--- config.mk ---
export PLATFORM = sky130hd
export DESIGN_NAME = traffic_ctrl_param_flat
export DESIGN_NICKNAME = d
export VERILOG_FILES = /design/src/rtl/traffic_ctrl_param_if.sv /design/src/rtl/traffic_ctrl_param.sv /design/src/flat_wrapper.sv
export SDC_FILE = /design/constraint.sdc
export NUM_CORES = 1
export LEC_CHECK = 0
export BUFFER_PORTS_ARGS = -buffer_cell sky130_fd_sc_hd__buf_4
export CORE_MARGIN = 8
export CORE_UTILIZATION = 59
export DETAILED_ROUTE_END_ITERATION = 7
export PLACE_DENSITY = 0.81
export SLEW_MARGIN = 20
export SYNTH_ARGS = -nofsm -noshare
export SYNTH_HDL_FRONTEND = slang
export SYNTH_SLANG_ARGS = --single-unit
--- constraint.sdc ---
create_clock -name clk -period 2.4 [get_ports clk]
set_input_delay 0.48 -clock clk [delete_from_list [all_inputs] [get_ports clk]]
set_output_delay 0.48 -clock clk [all_outputs]
set_load 0.01 [all_outputs]
--- src/rtl/traffic_ctrl_param_if.sv ---
// Purpose : bundles the control inputs and lamp/phase outputs of the
//           two-road intersection controller into one interface.
// Signals : tick, start, night, req1, req2   (controller inputs)
//           G1, Y1, R1, G2, Y2, R2            (lamp outputs, road 1 / road 2)
//           phase[2:0]                        (current state code)
// Modports: master - drives the inputs and observes the lamps (bench/host)
//           slave  - the controller itself
interface traffic_ctrl_param_if;
  logic       tick;
  logic       start;
  logic       night;
  logic       req1;
  logic       req2;
  logic       G1;
  logic       Y1;
  logic       R1;
  logic       G2;
  logic       Y2;
  logic       R2;
  logic [2:0] phase;

  modport master (
    output tick, start, night, req1, req2,
    input  G1, Y1, R1, G2, Y2, R2, phase
  );

  modport slave (
    input  tick, start, night, req1, req2,
    output G1, Y1, R1, G2, Y2, R2, phase
  );
endinterface

--- src/rtl/traffic_ctrl_param.sv ---
// Purpose : parametrised two-road intersection controller with demand-based
//           green extension, safe start/stop, night flashing-yellow mode and
//           a visible phase code.
// Ports   : clk   - system clock
//           reset - asynchronous, active-high reset (forces IDLE, all-red)
//           bus   - traffic_ctrl_param_if.slave: tick/start/night/req1/req2 in,
//                   G1/Y1/R1/G2/Y2/R2 lamps and phase[2:0] out
// Params  : CNT_W    - phase down-counter width
//           T_GREEN  - minimum green duration in ticks
//           T_YELLOW - yellow duration in ticks
//           T_ALLRED - all-red clearance in ticks
module traffic_ctrl_param #(
  parameter int CNT_W    = 8,
  parameter int T_GREEN  = 20,
  parameter int T_YELLOW = 3,
  parameter int T_ALLRED = 1
) (
  input logic                 clk,
  input logic                 reset,
  traffic_ctrl_param_if.slave bus
);

  typedef enum logic [2:0] {
    IDLE  = 3'd0,
    GRN1  = 3'd1,
    YEL1  = 3'd2,
    AR1   = 3'd3,
    GRN2  = 3'd4,
    YEL2  = 3'd5,
    AR2   = 3'd6,
    FLASH = 3'd7
  } state_t;

  // Counter load values: a phase of T ticks loads T-1 and expires on the
  // tick that finds the counter at zero.
  localparam logic [CNT_W-1:0] LD_GREEN  = CNT_W'(T_GREEN  - 1);
  localparam logic [CNT_W-1:0] LD_YELLOW = CNT_W'(T_YELLOW - 1);
  localparam logic [CNT_W-1:0] LD_ALLRED = CNT_W'(T_ALLRED - 1);

  state_t           r_state;
  logic [CNT_W-1:0] r_cnt;
  logic             r_blink;

  state_t           w_state_nxt;
  logic [CNT_W-1:0] w_cnt_nxt;
  logic             w_blink_nxt;
  logic             w_expire;

  logic w_G1, w_Y1, w_R1, w_G2, w_Y2, w_R2;

  assign w_expire = bus.tick && (r_cnt == '0);

  // State register
  always_ff @(posedge clk or posedge reset) begin
    if (reset) begin
      r_state <= IDLE;
      r_cnt   <= '0;
      r_blink <= 1'b0;
    end else begin
      r_state <= w_state_nxt;
      r_cnt   <= w_cnt_nxt;
      r_blink <= w_blink_nxt;
    end
  end

  // Next-state / counter / blink logic
  always_comb begin
    w_state_nxt = r_state;
    w_blink_nxt = r_blink;
    // Free-running down-count on tick; it parks at zero once a phase has
    // expired so a held green simply waits for the exit condition.
    w_cnt_nxt   = (bus.tick && (r_cnt != '0)) ? (r_cnt - CNT_W'(1)) : r_cnt;

    if (bus.night && (r_state != FLASH)) begin
      // Night request pre-empts every phase immediately, tick or not.
      w_state_nxt = FLASH;
      w_blink_nxt = 1'b1;
      w_cnt_nxt   = '0;
    end else begin
      unique case (r_state)
        FLASH: begin
          if (bus.tick) w_blink_nxt = ~r_blink;
          // Leaving night mode passes through an all-red clearance that
          // hands over to road 1.
          if (!bus.night) begin
            w_state_nxt = AR2;
            w_cnt_nxt   = LD_ALLRED;
          end
        end
        IDLE: begin
          if (bus.start) begin
            w_state_nxt = GRN1;
            w_cnt_nxt   = LD_GREEN;
          end
        end
        GRN1: begin
          // Green is extended until the other road asks or we are stopping.
          if (w_expire && (bus.req2 || !bus.start)) begin
            w_state_nxt = YEL1;
            w_cnt_nxt   = LD_YELLOW;
          end
        end
        YEL1: begin
          if (w_expire) begin
            w_state_nxt = AR1;
            w_cnt_nxt   = LD_ALLRED;
          end
        end
        AR1: begin
          if (w_expire) begin
            if (bus.start) begin
              w_state_nxt = GRN2;
              w_cnt_nxt   = LD_GREEN;
            end else begin
              w_state_nxt = IDLE;
              w_cnt_nxt   = '0;
            end
          end
        end
        GRN2: begin
          if (w_expire && (bus.req1 || !bus.start)) begin
            w_state_nxt = YEL2;
            w_cnt_nxt   = LD_YELLOW;
          end
        end
        YEL2: begin
          if (w_expire) begin
            w_state_nxt = AR2;
            w_cnt_nxt   = LD_ALLRED;
          end
        end
        AR2: begin
          if (w_expire) begin
            if (bus.start) begin
              w_state_nxt = GRN1;
              w_cnt_nxt   = LD_GREEN;
            end else begin
              w_state_nxt = IDLE;
              w_cnt_nxt   = '0;
            end
          end
        end
        default: begin
          w_state_nxt = IDLE;
          w_cnt_nxt   = '0;
        end
      endcase
    end
  end

  // Lamp decode: pure function of state and blink
  always_comb begin
    w_G1 = 1'b0;
    w_Y1 = 1'b0;
    w_R1 = 1'b0;
    w_G2 = 1'b0;
    w_Y2 = 1'b0;
    w_R2 = 1'b0;
    unique case (r_state)
      GRN1:    begin w_G1 = 1'b1; w_R2 = 1'b1; end
      YEL1:    begin w_Y1 = 1'b1; w_R2 = 1'b1; end
      GRN2:    begin w_R1 = 1'b1; w_G2 = 1'b1; end
      YEL2:    begin w_R1 = 1'b1; w_Y2 = 1'b1; end
      FLASH:   begin w_Y1 = r_blink; w_Y2 = r_blink; end
      default: begin w_R1 = 1'b1; w_R2 = 1'b1; end
    endcase
  end

  assign bus.G1    = w_G1;
  assign bus.Y1    = w_Y1;
  assign bus.R1    = w_R1;
  assign bus.G2    = w_G2;
  assign bus.Y2    = w_Y2;
  assign bus.R2    = w_R2;
  assign bus.phase = r_state;

endmodule

--- src/flat_wrapper.sv ---
// flat-port wrapper written by rule: the top's interface ports become plain ports
module traffic_ctrl_param_flat 
#(
  parameter int CNT_W    = 8,
  parameter int T_GREEN  = 20,
  parameter int T_YELLOW = 3,
  parameter int T_ALLRED = 1
)
  (clk, reset, bus_tick, bus_start, bus_night, bus_req1, bus_req2, bus_G1, bus_Y1, bus_R1, bus_G2, bus_Y2, bus_R2, bus_phase);
  traffic_ctrl_param_if bus_i ();
  input logic clk;
  input logic reset;
  input wire logic [$bits(bus_i.tick)-1:0] bus_tick;
  input wire logic [$bits(bus_i.start)-1:0] bus_start;
  input wire logic [$bits(bus_i.night)-1:0] bus_night;
  input wire logic [$bits(bus_i.req1)-1:0] bus_req1;
  input wire logic [$bits(bus_i.req2)-1:0] bus_req2;
  output wire logic [$bits(bus_i.G1)-1:0] bus_G1;
  output wire logic [$bits(bus_i.Y1)-1:0] bus_Y1;
  output wire logic [$bits(bus_i.R1)-1:0] bus_R1;
  output wire logic [$bits(bus_i.G2)-1:0] bus_G2;
  output wire logic [$bits(bus_i.Y2)-1:0] bus_Y2;
  output wire logic [$bits(bus_i.R2)-1:0] bus_R2;
  output wire logic [$bits(bus_i.phase)-1:0] bus_phase;
  assign bus_i.tick = bus_tick;
  assign bus_i.start = bus_start;
  assign bus_i.night = bus_night;
  assign bus_i.req1 = bus_req1;
  assign bus_i.req2 = bus_req2;
  assign bus_G1 = bus_i.G1;
  assign bus_Y1 = bus_i.Y1;
  assign bus_R1 = bus_i.R1;
  assign bus_G2 = bus_i.G2;
  assign bus_Y2 = bus_i.Y2;
  assign bus_R2 = bus_i.R2;
  assign bus_phase = bus_i.phase;
  traffic_ctrl_param #(.CNT_W(CNT_W), .T_GREEN(T_GREEN), .T_YELLOW(T_YELLOW), .T_ALLRED(T_ALLRED)) u_core (.clk(clk), .reset(reset), .bus(bus_i));
endmodule
==> results.md <==
- N_diodes: 0
- Net Count, Synth: 124
- Sequential area share after synthesis: 30.7%
- Min cycle time layout: 2.15 ns
- GRT busiest layer: met2
- Vias in the first global route: 896
- Reg clk slew, reported paths: 0.08 ns
- Post-CTS setup buffers: 0
- Synth cell types: 41
- Critical Path Max Stage Delay: 0.80 ns
- CP top delay family: flip-flops
- Crit start category: flip-flop
- HPWL after detailed placement: 1.67 mm
- Met3 GRT Util: 3.60%
- Area leader, netlist: dfrtp_1
- First-pass GRT wire length: 3.95 mm
- Synth top area share: 30.7%
- Ys flop type: dfrtp_1
- Routability cong.: 0.845
- Achievable frequency: 0.465 GHz
- Clock sink total: 12
- MaxCap Viol Count: 0
- H-Tree Depth: 1
- Mapped Area: 977 µm²
- Starting Density: 64.1%
- Routed wire length per instance: 16.0 µm
- Root buffer cell: clkbuf_4
- Pre-Repair DR Iteration Count: 4
- Final hold vios: 0
- Gate Count Post-Synth: 115
- Setup CP Type: flip-flop to output port
- Layout cells sized above 1: 24.2%
- Layout area overhead: 13.6%
- Largest net degree at the start of global routing: 23
- Yosys reg bits: 12
- IO Pins: 16
- Pwr per Cell Area: 1370 mW/mm²
- Slew @ Worst Pin: 0.702 ns
- Max-slew violation count: 0
- Post_cts resized: 0
- Initial antenna violation count: 0
- Endpoints failing setup: 0
- Yosys warns: 0
- Post-synth EDFFs: 0
- IO buf count: 15
- Wirelength, routed: 2.30 mm
- Total gr overflow: 0
- CTS Hold Bufs: 0
- Clk_skew: 0.000849 ns
- Worst path required time: 1.92 ns
- Clk Latency, worst-skew pair: 0.29 ns
- Post-synth ARST share: 100%
- Worst Setup End Kind: output port
- Top post-synthesis cells by area: dfrtp_1 31%, nor2_1 5.0%, a21oi_1 4.6%
- RSZ-0062 raised after global routing: false
- Worst hold slack: 0.202 ns
- Overall routing resource usage: 14.9%
- Met2 Resource Use GR: 22.9%
- Full die area: 0.00321 mm²
- Met1 Track Usage GR: 17.3%
- Critical Path, Cell by Cell: and3_1 > nor2_1 > buf_4
- Post-synthesis area per instance: 8.50 µm²
- Crit-path max FO: 22
- Peak supply drop: 0.752 mV
- Core area: 0.00152 mm²
- Leakage power: 0.502 nW
- Final worst-path cycle share: 89.7%
- Iter 0 DRT Violations: 30
- CP max-delay cell: dfrtp_1
- Post-route ant nets: 0
- Worst hold path class: input pin to asynchronous set/reset pin
- Slew margin rel.: 53.2%
- CTS tree: built
- Outcome: completed
- Die Height: 56.7 µm
- Setup TNS: 0 ns
- Total chip power: 1.52 mW
- Die width: 56.7 µm
- Routed via count: 897
- Buf/Inv on CP: 1
- TritonCTS Buffers: 3
- Detailed-route DRC error count: 0
- Max Buffers Root-to-Sink: 2
- Final nets: 138
- Critical Path AT: 1.67 ns
- FP Rows: 14
- Mean number of vias per cell: 6.23
worst reg2reg max path: stages, from the launching register on:
cell      delay, ns
dfrtp_1        0.80
nand3_1        0.27
a21oi_1        0.32
o21ai_4        0.10
o21bai_2       0.26
nor2_1         0.10
metrics by stage:
step / util [%] / cells / worst slack (ns) / cell area [µm²]
finish: 72.8 / 144 / 0.248 / 1110
CTS: 72.8 / 144 / 0.265 / 1110
global route: 72.8 / 144 / 0.144 / 1110
floorplan: - / 115 / 0.795 / 977
global placement: 70.4 / 140 / 0.507 / 1070
detailed placement: 70.4 / 140 / 0.480 / 1070
state kept, by name, indices dropped and copies added, names as in the netlist:
signal            count
u_core.r_blink        1
u_core.r_cnt          8
u_core.bus.phase      3
layout by cell type, fill, tap and decap left out, drive strengths merged, types with 2 or more instances in the layout:
cell type / netlist / layout
nand2: 8 / 8
a31oi: 4 / 4
and2b: 2 / 2
clkbuf: 2 / 4
nor2: 13 / 13
or2: 3 / 3
nand4b: 2 / 2
dfrtp: 12 / 12
and3: 2 / 2
nand3: 5 / 5
nor3b: 3 / 3
ha: 2 / 2
buf: 4 / 15
inv: 8 / 8
o21ai: 5 / 5
nand3b: 2 / 2
o211ai: 2 / 2
mux2i: 3 / 3
a21oi: 9 / 9
xnor2: 3 / 3
o31ai: 3 / 3
xor2: 3 / 3
power breakdown:
group,internal (mW),switching [mW]
logic,0.438,0.498
registers,0.272,0.139
clock network,0.0927,0.0800
total,0.802,0.717
cell type report:
cell class | count | area [µm²]
well taps | 16 | 20.0
clock buffers | 4 | 36.3
fillers | 122 | 414
multi-input cells | 89 | 611
repair buffers | 15 | 113
flip-flops and latches | 12 | 300
inverters | 8 | 30.0
worst paths after layout:
| path | from | to | slack, ns | cells past startpoint |
|---|---|---|---|---|
| setup / recovery | u_core.bus.phase[1]$_DFFE_PP0P_ | bus_R1 | 0.25 | 3 |
| hold / removal | reset | u_core.r_cnt[2]$_DFF_PP0_ | 0.20 | 2 |
| setup reg to reg | u_core.bus.phase[1]$_DFFE_PP0P_ | u_core.r_cnt[7]$_DFF_PP0_ | 0.43 | 5 |
| hold reg to reg | u_core.r_blink$_DFFE_PP0P_ | u_core.r_blink$_DFFE_PP0P_ | 0.52 | 1 |
| max in group asynchronous | reset | u_core.r_blink$_DFFE_PP0P_ | 1.87 | 2 |
| min in group clk | bus_tick | u_core.r_blink$_DFFE_PP0P_ | 0.43 | 2 |
cells by family (layout without fill, tap and decap cells):
family / count (synthesis) / after routing / synth area share (%)
simple gates: 45 / 45 / 25.7
compound gates: 32 / 32 / 24.6
buf+inv: 14 / 27 / 6.79
flops: 12 / 12 / 30.7
xor+xnor: 6 / 6 / 5.38
mux: 4 / 4 / 4.23
fa+ha+maj: 2 / 2 / 2.56
routing by layer:
layer | vias up | share of wire [%]
li1 | 441 | -
met1 | 411 | 46
met5 | - | 0
met2 | 39 | 48
met3 | 6 | 4.4
met4 | 0 | 2.3
Yosys cell counts, types with 2 or more instances:
cell type,number
o21ai_0,4
nand4b_1,2
a21oi_1,9
nor2_1,13
xnor2_1,3
mux2i_1,3
a31oi_1,4
and2b_2,2
dfrtp_1,12
nand2_1,8
nand3b_1,2
o211ai_1,2
o31ai_1,3
ha_1,2
or2_2,3
nor3b_1,2
nand3_1,5
clkbuf_1,2
inv_1,8
buf_2,2
and3_1,2
xor2_1,3
No activity file was read; power rests on OpenSTA's default activity.
